--- config.mk ---
export PLATFORM = sky130hd
export DESIGN_NAME = mem_port_arbiter
export DESIGN_NICKNAME = d
export VERILOG_FILES = /design/src/rtl/mem_port_arbiter_pkg.sv /design/src/rtl/mem_lat_counter.sv /design/src/rtl/mem_port_arbiter.sv
export SDC_FILE = /design/constraint.sdc
export NUM_CORES = 1
export LEC_CHECK = 0
export CAP_MARGIN = 5
export CORE_AREA = 2 2 190 192
export DETAILED_ROUTE_END_ITERATION = 10
export DIE_AREA = 0 0 192 194
export PLACE_DENSITY = 0.69
export SLEW_MARGIN = 20
export SYNTH_ARGS = -nofsm -noshare
export SYNTH_HDL_FRONTEND = slang
export SYNTH_SLANG_ARGS = --single-unit
--- constraint.sdc ---
create_clock -name clk -period 5.22 [get_ports clk]
set_input_delay 1.305 -clock clk [delete_from_list [all_inputs] [get_ports clk]]
set_output_delay 1.305 -clock clk [all_outputs]
set_load 0.1 [all_outputs]
--- src/rtl/mem_port_arbiter_pkg.sv ---
// mem_port_arbiter_pkg: shared FSM states, requester IDs and counter sizing for the memory port arbiter.
package mem_port_arbiter_pkg;
  typedef enum logic [1:0] {IDLE, BUSY_IF, BUSY_DM} state_t;
  localparam logic REQ_IF = 1'b0;
  localparam logic REQ_DM = 1'b1;
  function automatic int cnt_w(input int lat);
    return $clog2(lat + 1);
  endfunction
endpackage

--- src/rtl/mem_lat_counter.sv ---
// mem_lat_counter: loadable down-counter that flags the last cycle of a fixed-latency access.
module mem_lat_counter #(
  parameter int W = 2
) (
  input  logic         clk,
  input  logic         reset,
  input  logic         load,
  input  logic [W-1:0] value,
  output logic         done
);
  logic [W-1:0] count;
  always_ff @(posedge clk or negedge reset)
    if (!reset) count <= '0;
    else if (load) count <= value;
    else if (count != '0) count <= count - W'(1);
  assign done = count == W'(1);
endmodule

--- src/rtl/mem_port_arbiter.sv ---
// mem_port_arbiter: shares one fixed-latency memory port between the IF and MEM stages, data side first.
module mem_port_arbiter
  import mem_port_arbiter_pkg::*;
#(
  parameter int ADDR_W  = 64,
  parameter int DATA_W  = 64,
  parameter int INST_W  = 32,
  parameter int MEM_LAT = 2
) (
  input  logic              clk,
  input  logic              reset,
  input  logic              if_req,
  input  logic [ADDR_W-1:0] if_addr,
  output logic [INST_W-1:0] if_rdata,
  output logic              if_valid,
  output logic              if_stall,
  input  logic              dm_req,
  input  logic              dm_we,
  input  logic [ADDR_W-1:0] dm_addr,
  input  logic [DATA_W-1:0] dm_wdata,
  output logic [DATA_W-1:0] dm_rdata,
  output logic              dm_valid,
  output logic              dm_stall,
  output logic              mem_en,
  output logic              mem_we,
  output logic [ADDR_W-1:0] mem_addr,
  output logic [DATA_W-1:0] mem_wdata,
  input  logic [DATA_W-1:0] mem_rdata
);
  localparam int CW = cnt_w(MEM_LAT);
  state_t state, next;
  logic load, done, gnt_id, we_q, if_go, dm_go, if_cap, dm_cap;
  // a requester still seeing its valid this cycle is not re-granted
  assign if_go = if_req & ~if_valid;
  assign dm_go = dm_req & ~dm_valid;
  assign if_stall = if_req & ~if_valid;
  assign dm_stall = dm_req & ~dm_valid;
  assign if_cap = (state == BUSY_IF) & done;
  assign dm_cap = (state == BUSY_DM) & done;
  mem_lat_counter #(.W(CW)) u_cnt (
    .clk(clk), .reset(reset), .load(load), .value(CW'(MEM_LAT)), .done(done)
  );
  always_comb begin
    next = state;
    load = 1'b0;
    gnt_id = dm_go ? REQ_DM : REQ_IF;
    if (state == IDLE) begin
      load = dm_go | if_go;
      next = dm_go ? BUSY_DM : if_go ? BUSY_IF : IDLE;
    end else if (done) next = IDLE;
  end
  always_ff @(posedge clk or negedge reset)
    if (!reset) state <= IDLE;
    else state <= next;
  always_ff @(posedge clk or negedge reset)
    if (!reset) begin
      mem_en <= 1'b0;
      mem_we <= 1'b0;
      mem_addr <= '0;
      mem_wdata <= '0;
      we_q <= 1'b0;
      if_rdata <= '0;
      dm_rdata <= '0;
      if_valid <= 1'b0;
      dm_valid <= 1'b0;
    end else begin
      mem_en <= load;
      mem_we <= load & (gnt_id == REQ_DM) & dm_we;
      if (load) begin
        mem_addr <= (gnt_id == REQ_DM) ? dm_addr : if_addr;
        mem_wdata <= (gnt_id == REQ_DM) ? dm_wdata : mem_wdata;
        we_q <= (gnt_id == REQ_DM) & dm_we;
      end
      // flushed fetches and loads are dropped; an issued store still completes
      if_valid <= if_cap & if_req;
      dm_valid <= dm_cap & (dm_req | we_q);
      if (if_cap && if_req) if_rdata <= mem_addr[2] ? mem_rdata[2*INST_W-1:INST_W] : mem_rdata[INST_W-1:0];
      if (dm_cap && dm_req && !we_q) dm_rdata <= mem_rdata;
    end
endmodule

# Yosys cells after proc, flatten, opt, wreduce, memory -nomap -nowiden
# Cells that the tools add are included.
# totals
out_inout_bits	230
word_cells	47
ff_bits	233
input_bits	261
# classes
eq_ne	3
mux	10
n_reduce_logical	9
add_sub_neg	1
bitwise	13
# ops
cell	count
$mux W64	1
$mux W32	1
$mux W2	5
$and A1 B1 Y1	9
$reduce_bool A2 Y1	3
$eq A2 B1 Y1 const B	2
$logic_and A1 B1 Y1	3
$mux W1	3
$eq A2 B2 Y1 const B	1
$logic_not A2 Y1	1
$not A1 Y1	2
$or A1 B1 Y1	2
$reduce_and A2 Y1	1
$sub A2 B1 Y2 const B	1
$logic_not A1 Y1	1

# Logic depth before layout (Yosys ltp)
# Gate-level depths: netlist of run 1.
# logic_depth
ltp_word	6
ltp_mapped	7
depth_no_buf	5

# By module
# From an unflattened synthesis of run 1, not the netlist that was laid out.
# hier_totals
hier_cells	655
area_unflattened_um2	10003.3
# modules_own_cells
mod	cells_each	area_per_inst_um2	instances	seq_area_each_um2
mem_port_arbiter	642	9867.0	1	5780.5
mem_lat_counter	13	136.4	1	50.0

# Least setup slack after synthesis of run 1
# No wires, ideal clock.
# synth_path
kind	input to output
startpoint	input if_req
endpoint	output if_stall
path_stages	1
arrival_time_ns	2.702
path_buffers	0
slack_ns	1.213
t_required_ns	3.915
path_cell_list	nor2b_1
# synth_between
elab_chain_len	1
# synth_rtl
item	line_no	text
from (decl)	mem_port_arbiter.sv:12	input logic if_req,
$and A1 B1 Y1	mem_port_arbiter.sv:36	assign if_stall = if_req & ~if_valid;
to (decl)	mem_port_arbiter.sv:16	output logic if_stall,
# Every way passes these cells.

# Worst setup path in the final report of run 1
# Ends and elaborated chain as after synthesis.

==> impl_metrics.yaml, run 1 <==
clocking:
  cts_tree: "done"
  ctsHoldBuffers: 0
  post_cts_resized: 0
  cts_buffer_depth: 3
  cts.sinks: 233
  htreeDepth: 1
  numCtsBuffers: 27
  clk_latency_ps: 540
  post_cts_buffers: 0
  clock-root-buffer: "clkbuf_16"
  clkTransAtPathRegs_ps: 60
global_route:
  grt_max_degree: 113
  grt_pass1_wl_mm: 46.4
  grt_pass1_vias: 7851
  grt_usage_pct: 16.0
  antenna_found_initial: 2
  grt_remaining_overflow: 0
drt:
  post-route-drc-count: 0
  num_vias: 7138
  avgViaCountPerCell: 4.41
  dr.pass1.iters: 4
  routedWlPerCell_um: 19.1
  ant_nets: 0
  drt-total-wl_mm: 30.9
  drt_iter0_markers: 140
sta:
  final.period_utilization_pct: 73.7
  fin_skew_ps: 13.8
  grt_setup_unrepaired: "no"
  hold_violations: 0
  fin_crit_ps: 3850
  worst_pin_slew_ps: 1070
  max-slew-margin-rel_pct: 28.6
  slew_violations: 0
  setup_viol: 0
  setup_tns_ps: 0
  fmax_mhz: 260
logic_synthesis:
  synth_flop_cell: "dfrtp_1"
  synth_edf_count: 0
  yosysUniqueCellTypes: 27
  synth_seq_cells: 233
  syn_nets: 913
  seq_area_frac_synth_pct: 57.4
  synthCells: 650
  avgSynthCellArea_sq_um: 15.6
  synthesis.area_sq_um: 10200
  synth_warnings: 0
  synthArstFlopShare_pct: 100
floorplanning:
  dieHeight_um: 194
  core_sq_um: 35200
  die_w_um: 192
  start_util_pct: 28.8
  num_rows: 69
  pin_count: 491
  dieArea_sq_um: 37200
worst_setup_path:
  cp-end-kind: "output pin"
  worst-path-max-fanout: 3
  worst_ep_arrival_time_ps: 2540
  critical_path_class: "input port to output pin"
  crit_path_start_kind: "input port"
  cp.required_ps: 3910
cells_and_area:
  layout_commonest_cell: "clkdlybuf4s50_1"
  nets: 1401
  drive_gt1_share_pct: 26.9
  diodes: 0
  area_growth_pct: 61.1
  fillers: 3154
  final_cell_mix: "487 x clkdlybuf4s50_1, 232 x dfrtp_1, 158 x mux2_2"
worst_hold_path:
  hold_path.class: "flip-flop to flip-flop"
placement:
  portBuffers: 490
  gp_congestion: 0.780
  hpwl_mm: 22.4
outcome:
  status: "completed"
run:
  maxCapViolations: 0
[synth_stat cells (all sizes together), types with 2 or more instances]
cell	number	area share [%]
clkbuf	8	0.30
nand2	32	1.2
ha	2	0.25
o21ai	32	1.6
mux2i	32	3.2
mux2	256	32
dfrtp	233	57
inv	6	0.22
nor2	5	0.18
buf	31	2.7
[state kept, by name (all words and copies together) (netlist names)]
name / flops
dm_rdata: 64
mem_addr: 64
mem_wdata: 64
if_rdata: 32
state: 2
u_cnt.count: 2
dm_valid: 1
if_valid: 1
mem_en: 1
mem_we: 1
we_q: 1
[per-stage QoR]
| step | worst slack (ps) | std cells | cell area (sq um) | hold slack (ps) | util (%) |
|---|---|---|---|---|---|
| 4_1_cts | 1350 | 1617 | 16400 | 482 | 46.4 |
| 6_report | 1370 | 1617 | 16400 | 475 | 46.4 |
| 5_1_grt | 1330 | 1617 | 16400 | 503 | 46.4 |
| 3_3_place_gp | 1320 | 1570 | 15500 | 461 | 43.9 |
| 2_1_floorplan | 1210 | 650 | 10200 | 462 | - |
| 3_5_place_dp | 1350 | 1570 | 15500 | 469 | 43.9 |
[area by class of cell]
class / count / area, sq um / share of cell area (%)
Inverter: 6 / 22.5 / 0.138
Timing Repair Buffer: 498 / 5010 / 30.7
Clock inverter: 8 / 146 / 0.895
Tap cell: 461 / 577 / 3.53
Clock buffer: 39 / 751 / 4.59
Multi-Input combinational cell: 372 / 4020 / 24.6
Sequential cell: 233 / 5830 / 35.6
[critical path: stages]
cell,delay (ps)
clkdlybuf4s50_1,480
nor2b_1,380
buf_4,370
[cells by family (layout without fill, tap and decap cells)]
family          count (synthesis)  count (layout)  share of synthesized area (%)
fa+ha+maj                       2               2                          0.246
buf+inv                        45             551                           3.21
simple gates                   44              44                           1.91
xor+xnor                        1               1                         0.0862
flops                         233             233                           57.4
compound gates                 37              37                           2.00
mux                           288             288                           35.2
[routing by layer]
layer	track usage, %	wire (um)
met1	17.6	11500
met2	27.9	15000
met3	6.26	3280
met4	5.63	1120
met5	0	26
[final timing paths]
| kind | start | to | slack (ps) | cells after the start |
|---|---|---|---|---|
| max | if_req | if_stall | 1370 | 3 |
| min | if_rdata[13] | if_rdata[13] | 470 | 2 |
| max reg2reg | u_cnt.count[1] | dm_rdata[6] | 2790 | 6 |
| min reg2reg | if_rdata[13] | if_rdata[13] | 470 | 2 |
| max in group asynchronous | reset | mem_wdata[17] | 3450 | 2 |
| min in group asynchronous | reset | dm_rdata[22] | 830 | 1 |
Power of run 1 is left out: the tool's default activity adds up to more than one toggle a clock period on the data nets, which glitch-free logic cannot reach.
==> run 2: changes to the inputs <==
Settings changed: CORE_AREA 2 2 190 192 to 2 2 191 193, DIE_AREA 0 0 192 194 to 0 0 193 195.
Clock period 5.22 ns to 3.89 ns, I/O delays scaled along.
==> run 2 against run 1 <==
Die area increased by 1.0%. Critical path depth unchanged. Hold slack got worse by 55 ps. Count of clock-buffer cells in the layout increased by 3. Wire length decreased by 0.36%.
==> impl_metrics.yaml, run 2 (synthesis results as in run 1) <==
clocking:
  post_cts_buffers: 0
  htreeDepth: 1
  cts_buffer_depth: 3
  cts.sinks: 233
  post_cts_resized: 0
  clk_latency_ps: 550
  numCtsBuffers: 28
  clkTransAtPathRegs_ps: 60
  ctsHoldBuffers: 0
  cts_tree: "done"
  clock-root-buffer: "clkbuf_16"
worst_setup_path:
  cp-end-kind: "output pin"
  cp.required_ps: 2920
  r2r-end: "mem_addr[9]"
  r2r-start: "if_valid"
  critical_path_class: "input port to output pin"
  r2r_cells: 4
  crit_path_start_kind: "input port"
  worst-path-max-fanout: 3
  worst_ep_arrival_time_ps: 2310
  reg2reg_slack_ps: 1650
drt:
  drt_iter0_markers: 204
  drt-total-wl_mm: 30.8
  ant_nets: 0
  num_vias: 7148
  avgViaCountPerCell: 4.40
  post-route-drc-count: 0
  routedWlPerCell_um: 19.0
  dr.pass1.iters: 4
floorplanning:
  dieArea_sq_um: 37600
  dieHeight_um: 195
  start_util_pct: 28.7
  core_sq_um: 35400
  num_rows: 69
  pin_count: 491
  die_w_um: 193
cells_and_area:
  diodes: 0
  fillers: 3124
  seqCellArea_sq_um: 5830
  layout_commonest_cell: "clkdlybuf4s50_1"
  finalNonFillerCells: 1623
  nets: 1404
  final_cell_mix: "483 x clkdlybuf4s50_1, 232 x dfrtp_1, 158 x mux2_2"
  drive_gt1_share_pct: 28.0
  fin_util_pct: 46.6
  reg.largest.list: "dm_rdata (64), mem_addr (64), mem_wdata (64)"
  multi_input_area_sq_um: 4020
  finish.instance_area_sq_um: 16500
  area_growth_pct: 62.4
sta:
  fin_crit_ps: 3290
  max-slew-margin-rel_pct: 30.5
  hold_violations: 0
  worst_pin_slew_ps: 1040
  setup_tns_ps: 0
  fin_skew_ps: 23.8
  slew_violations: 0
  fmax_mhz: 304
  setup_viol: 0
  final.period_utilization_pct: 84.5
  grt_setup_unrepaired: "no"
run:
  maxCapViolations: 0
global_route:
  antenna_found_initial: 0
  grt_max_degree: 85
  grt_pass1_vias: 7896
  grt_pass1_wl_mm: 46.2
  grt_remaining_overflow: 0
  grt_usage_pct: 15.8
placement:
  hpwl_mm: 22.5
  gp_congestion: 0.812
  dp.cells: 1572
  portBuffers: 490
  place_area_sq_um: 15500
worst_hold_path:
  hold_path.class: "input port to async pin"
outcome:
  status: "completed"
==> run 2: cell count changes in the layout (fill, tap and decap cells not counted), sizes merged <==
cell	previous run	this run
buf	11	17
inv	7	6
clkbuf	39	42
clkdlybuf4s50	487	483
clkinv	2	6
bufinv	4	2
==> run 2: per-stage QoR <==
stage                     setup slack, ps  hold slack [ps]
after floorplan                       471              462
after global placement                646              461
after detailed placement              617              469
after CTS                             647              435
after global routing                  587              466
final                                 603              419
==> run 2: layer usage <==
| layer | vias up | routed length, um | GRT usage, % |
|---|---|---|---|
| met5 | - | 0 | 0 |
| met4 | 0 | 843 | 4.43 |
| met3 | 50 | 3380 | 6.33 |
| met2 | 319 | 14800 | 26.9 |
| met1 | 3506 | 11800 | 18.3 |
| li1 | 3273 | - | - |
==> run 2: worst max-delay path by stage <==
stage | start | to | slack, ps | cells past startpoint
2_1_floorplan | if_req | mem_addr[47] | 470 | 5
3_3_place_gp | if_req | mem_addr[6] | 650 | 5
3_5_place_dp | if_req | mem_addr[9] | 620 | 5
4_1_cts | if_req | if_stall | 650 | 3
5_1_grt | if_req | if_stall | 590 | 3
6_report | if_req | if_stall | 600 | 3
==> run 2: layout make-up <==
cell class | count | share of cell area (%)
clock buffers | 42 | 5.18
clock inverters | 9 | 0.614
inverters | 6 | 0.136
multi-input cells | 372 | 24.3
flip-flops and latches | 233 | 35.3
well taps | 461 | 3.50
repair buffers | 500 | 30.9
==> run 2: worst max-delay path, stage by stage <==
cell and delay (ps):
clkdlybuf4s50_1 510, nor2b_1 570, buf_12 260
Power of run 2 is left out for the same reason.
==> run 3: changes to the inputs <==
Settings changed: CORE_AREA 2 2 191 193 to 2 2 190 192, DIE_AREA 0 0 193 195 to 0 0 192 194, PLACE_DENSITY 0.69 to 0.72.
Clock period 3.89 ns to 2.8 ns, I/O delays scaled along.
==> run 3 against run 2 <==
Wire length is 2.1% lower. Register-to-register slack worse by 860 ps. First-iteration DRC count decreased by 35%. Global-route usage is 0.36 points lower. Sequential cell count did not move. Die area decreased by 1.0%. Highest routed layer unchanged.
==> impl_metrics.yaml, run 3 (synthesis results as in run 1) <==
sta:
  max-slew-margin-rel_pct: 58.5
  setup_viol: 0
  setup_tns_ps: 0
  fin_skew_ps: 9.00
  grt_setup_unrepaired: "no"
  fmax_mhz: 421
  hold_violations: 0
  final.period_utilization_pct: 84.9
  fin_crit_ps: 2380
  worst_pin_slew_ps: 622
  slew_violations: 0
global_route:
  top_usage_layer: "met2"
  grt_max_degree: 66
  grt_pass1_wl_mm: 44.8
  grt_usage_pct: 15.5
  grt_remaining_overflow: 0
  grt_util_met2_pct: 28.0
  grt_pass1_vias: 7756
  antenna_found_initial: 0
  grtUsageMet1_pct: 16.7
  met3_usage_pct: 5.47
clocking:
  cts.sinks: 233
  cts_tree: "done"
  clk_latency_ps: 540
  post_cts_resized: 0
  cts_buffer_depth: 3
  clock-root-buffer: "clkbuf_16"
  ctsHoldBuffers: 0
  post_cts_buffers: 0
  htreeDepth: 1
  clkTransAtPathRegs_ps: 60
  numCtsBuffers: 27
cells_and_area:
  fillers: 3192
  final_cell_mix: "259 x clkdlybuf4s50_1, 235 x buf_4, 232 x dfrtp_1"
  drive_gt1_share_pct: 47.3
  diodes: 0
  layout_commonest_cell: "clkdlybuf4s50_1"
  area_growth_pct: 56.7
  reg.largest.list: "dm_rdata (64), mem_addr (64), mem_wdata (64)"
  nets: 1408
placement:
  portBuffers: 490
  gp_congestion: 0.773
  hpwl_mm: 22.4
worst_hold_path:
  hold_path.class: "input port to async pin"
outcome:
  status: "completed"
drt:
  avgViaCountPerCell: 4.39
  routedWlPerCell_um: 18.5
  num_vias: 7146
  drt-total-wl_mm: 30.1
  ant_nets: 0
  drt_iter0_markers: 133
  post-route-drc-count: 0
  dr.pass1.iters: 4
worst_setup_path:
  worst-path-max-fanout: 3
  critical_path_class: "input port to output pin"
  cp-end-kind: "output pin"
  worst_ep_arrival_time_ps: 1680
  cp.required_ps: 2100
  crit_path_start_kind: "input port"
floorplanning:
  core_sq_um: 35200
  pin_count: 491
  dieArea_sq_um: 37200
  num_rows: 69
  start_util_pct: 28.8
  die_w_um: 192
  dieHeight_um: 194
run:
  maxCapViolations: 0
==> run 3: cell count changes in the layout (fill, tap and decap cells not counted), moves of 2 or more <==
cell,delta
clkdlybuf4s50_1,-224
buf_4,+229
bufinv_16,+2
clkbuf_1,+2
clkbuf_8,-7
clkbuf_16,-2
clkinv_2,+3
==> run 3: worst max-delay path: stages <==
cell and delay (ps):
clkdlybuf4s50_1 480, nor2b_2 270, buf_12 220
==> run 3: final cells by class <==
cell class / count / area [sq um] / area share (%)
clock buffers: 35 / 716 / 4.50
clock inverters: 14 / 178 / 1.12
inverters: 6 / 22.5 / 0.141
multi-input cells: 372 / 4020 / 25.3
flip-flops and latches: 233 / 5830 / 36.6
well taps: 461 / 577 / 3.62
repair buffers: 505 / 4570 / 28.7
==> run 3: per-layer routing <==
metal | up-vias | wire (um)
li1 | 3295 | -
met1 | 3502 | 11100
met2 | 298 | 15300
met3 | 51 | 2780
met4 | 0 | 911
met5 | - | 0
==> run 3: metrics by stage <==
| stage | util (%) | setup WS (ps) | cell area [sq um] | cells | hold slack (ps) |
|---|---|---|---|---|---|
| after global routing | 45.2 | 383 | 15900 | 1626 | 120 |
| after floorplan | - | 63.7 | 10200 | 650 | 404 |
| after detailed placement | 42.7 | 279 | 15000 | 1577 | 475 |
| after CTS | 45.2 | 404 | 15900 | 1626 | 94.4 |
| after global placement | 42.7 | 300 | 15000 | 1577 | 463 |
| final | 45.2 | 423 | 15900 | 1626 | 107 |
==> run 3: final timing paths <==
check | depth (start not counted) | startpoint | slack (ps) | end
worst max-delay path | 3 | if_req | 420 | if_stall
min in group clk | 2 | if_rdata[24] | 480 | if_rdata[24]
worst min register to register | 2 | if_rdata[24] | 480 | if_rdata[24]
worst max register to register | 6 | u_cnt.count[1] | 790 | dm_rdata[37]
max in group asynchronous | 2 | reset | 1930 | mem_wdata[37]
worst min-delay path | 1 | reset | 110 | dm_rdata[51]
Power of run 3 is left out for the same reason.
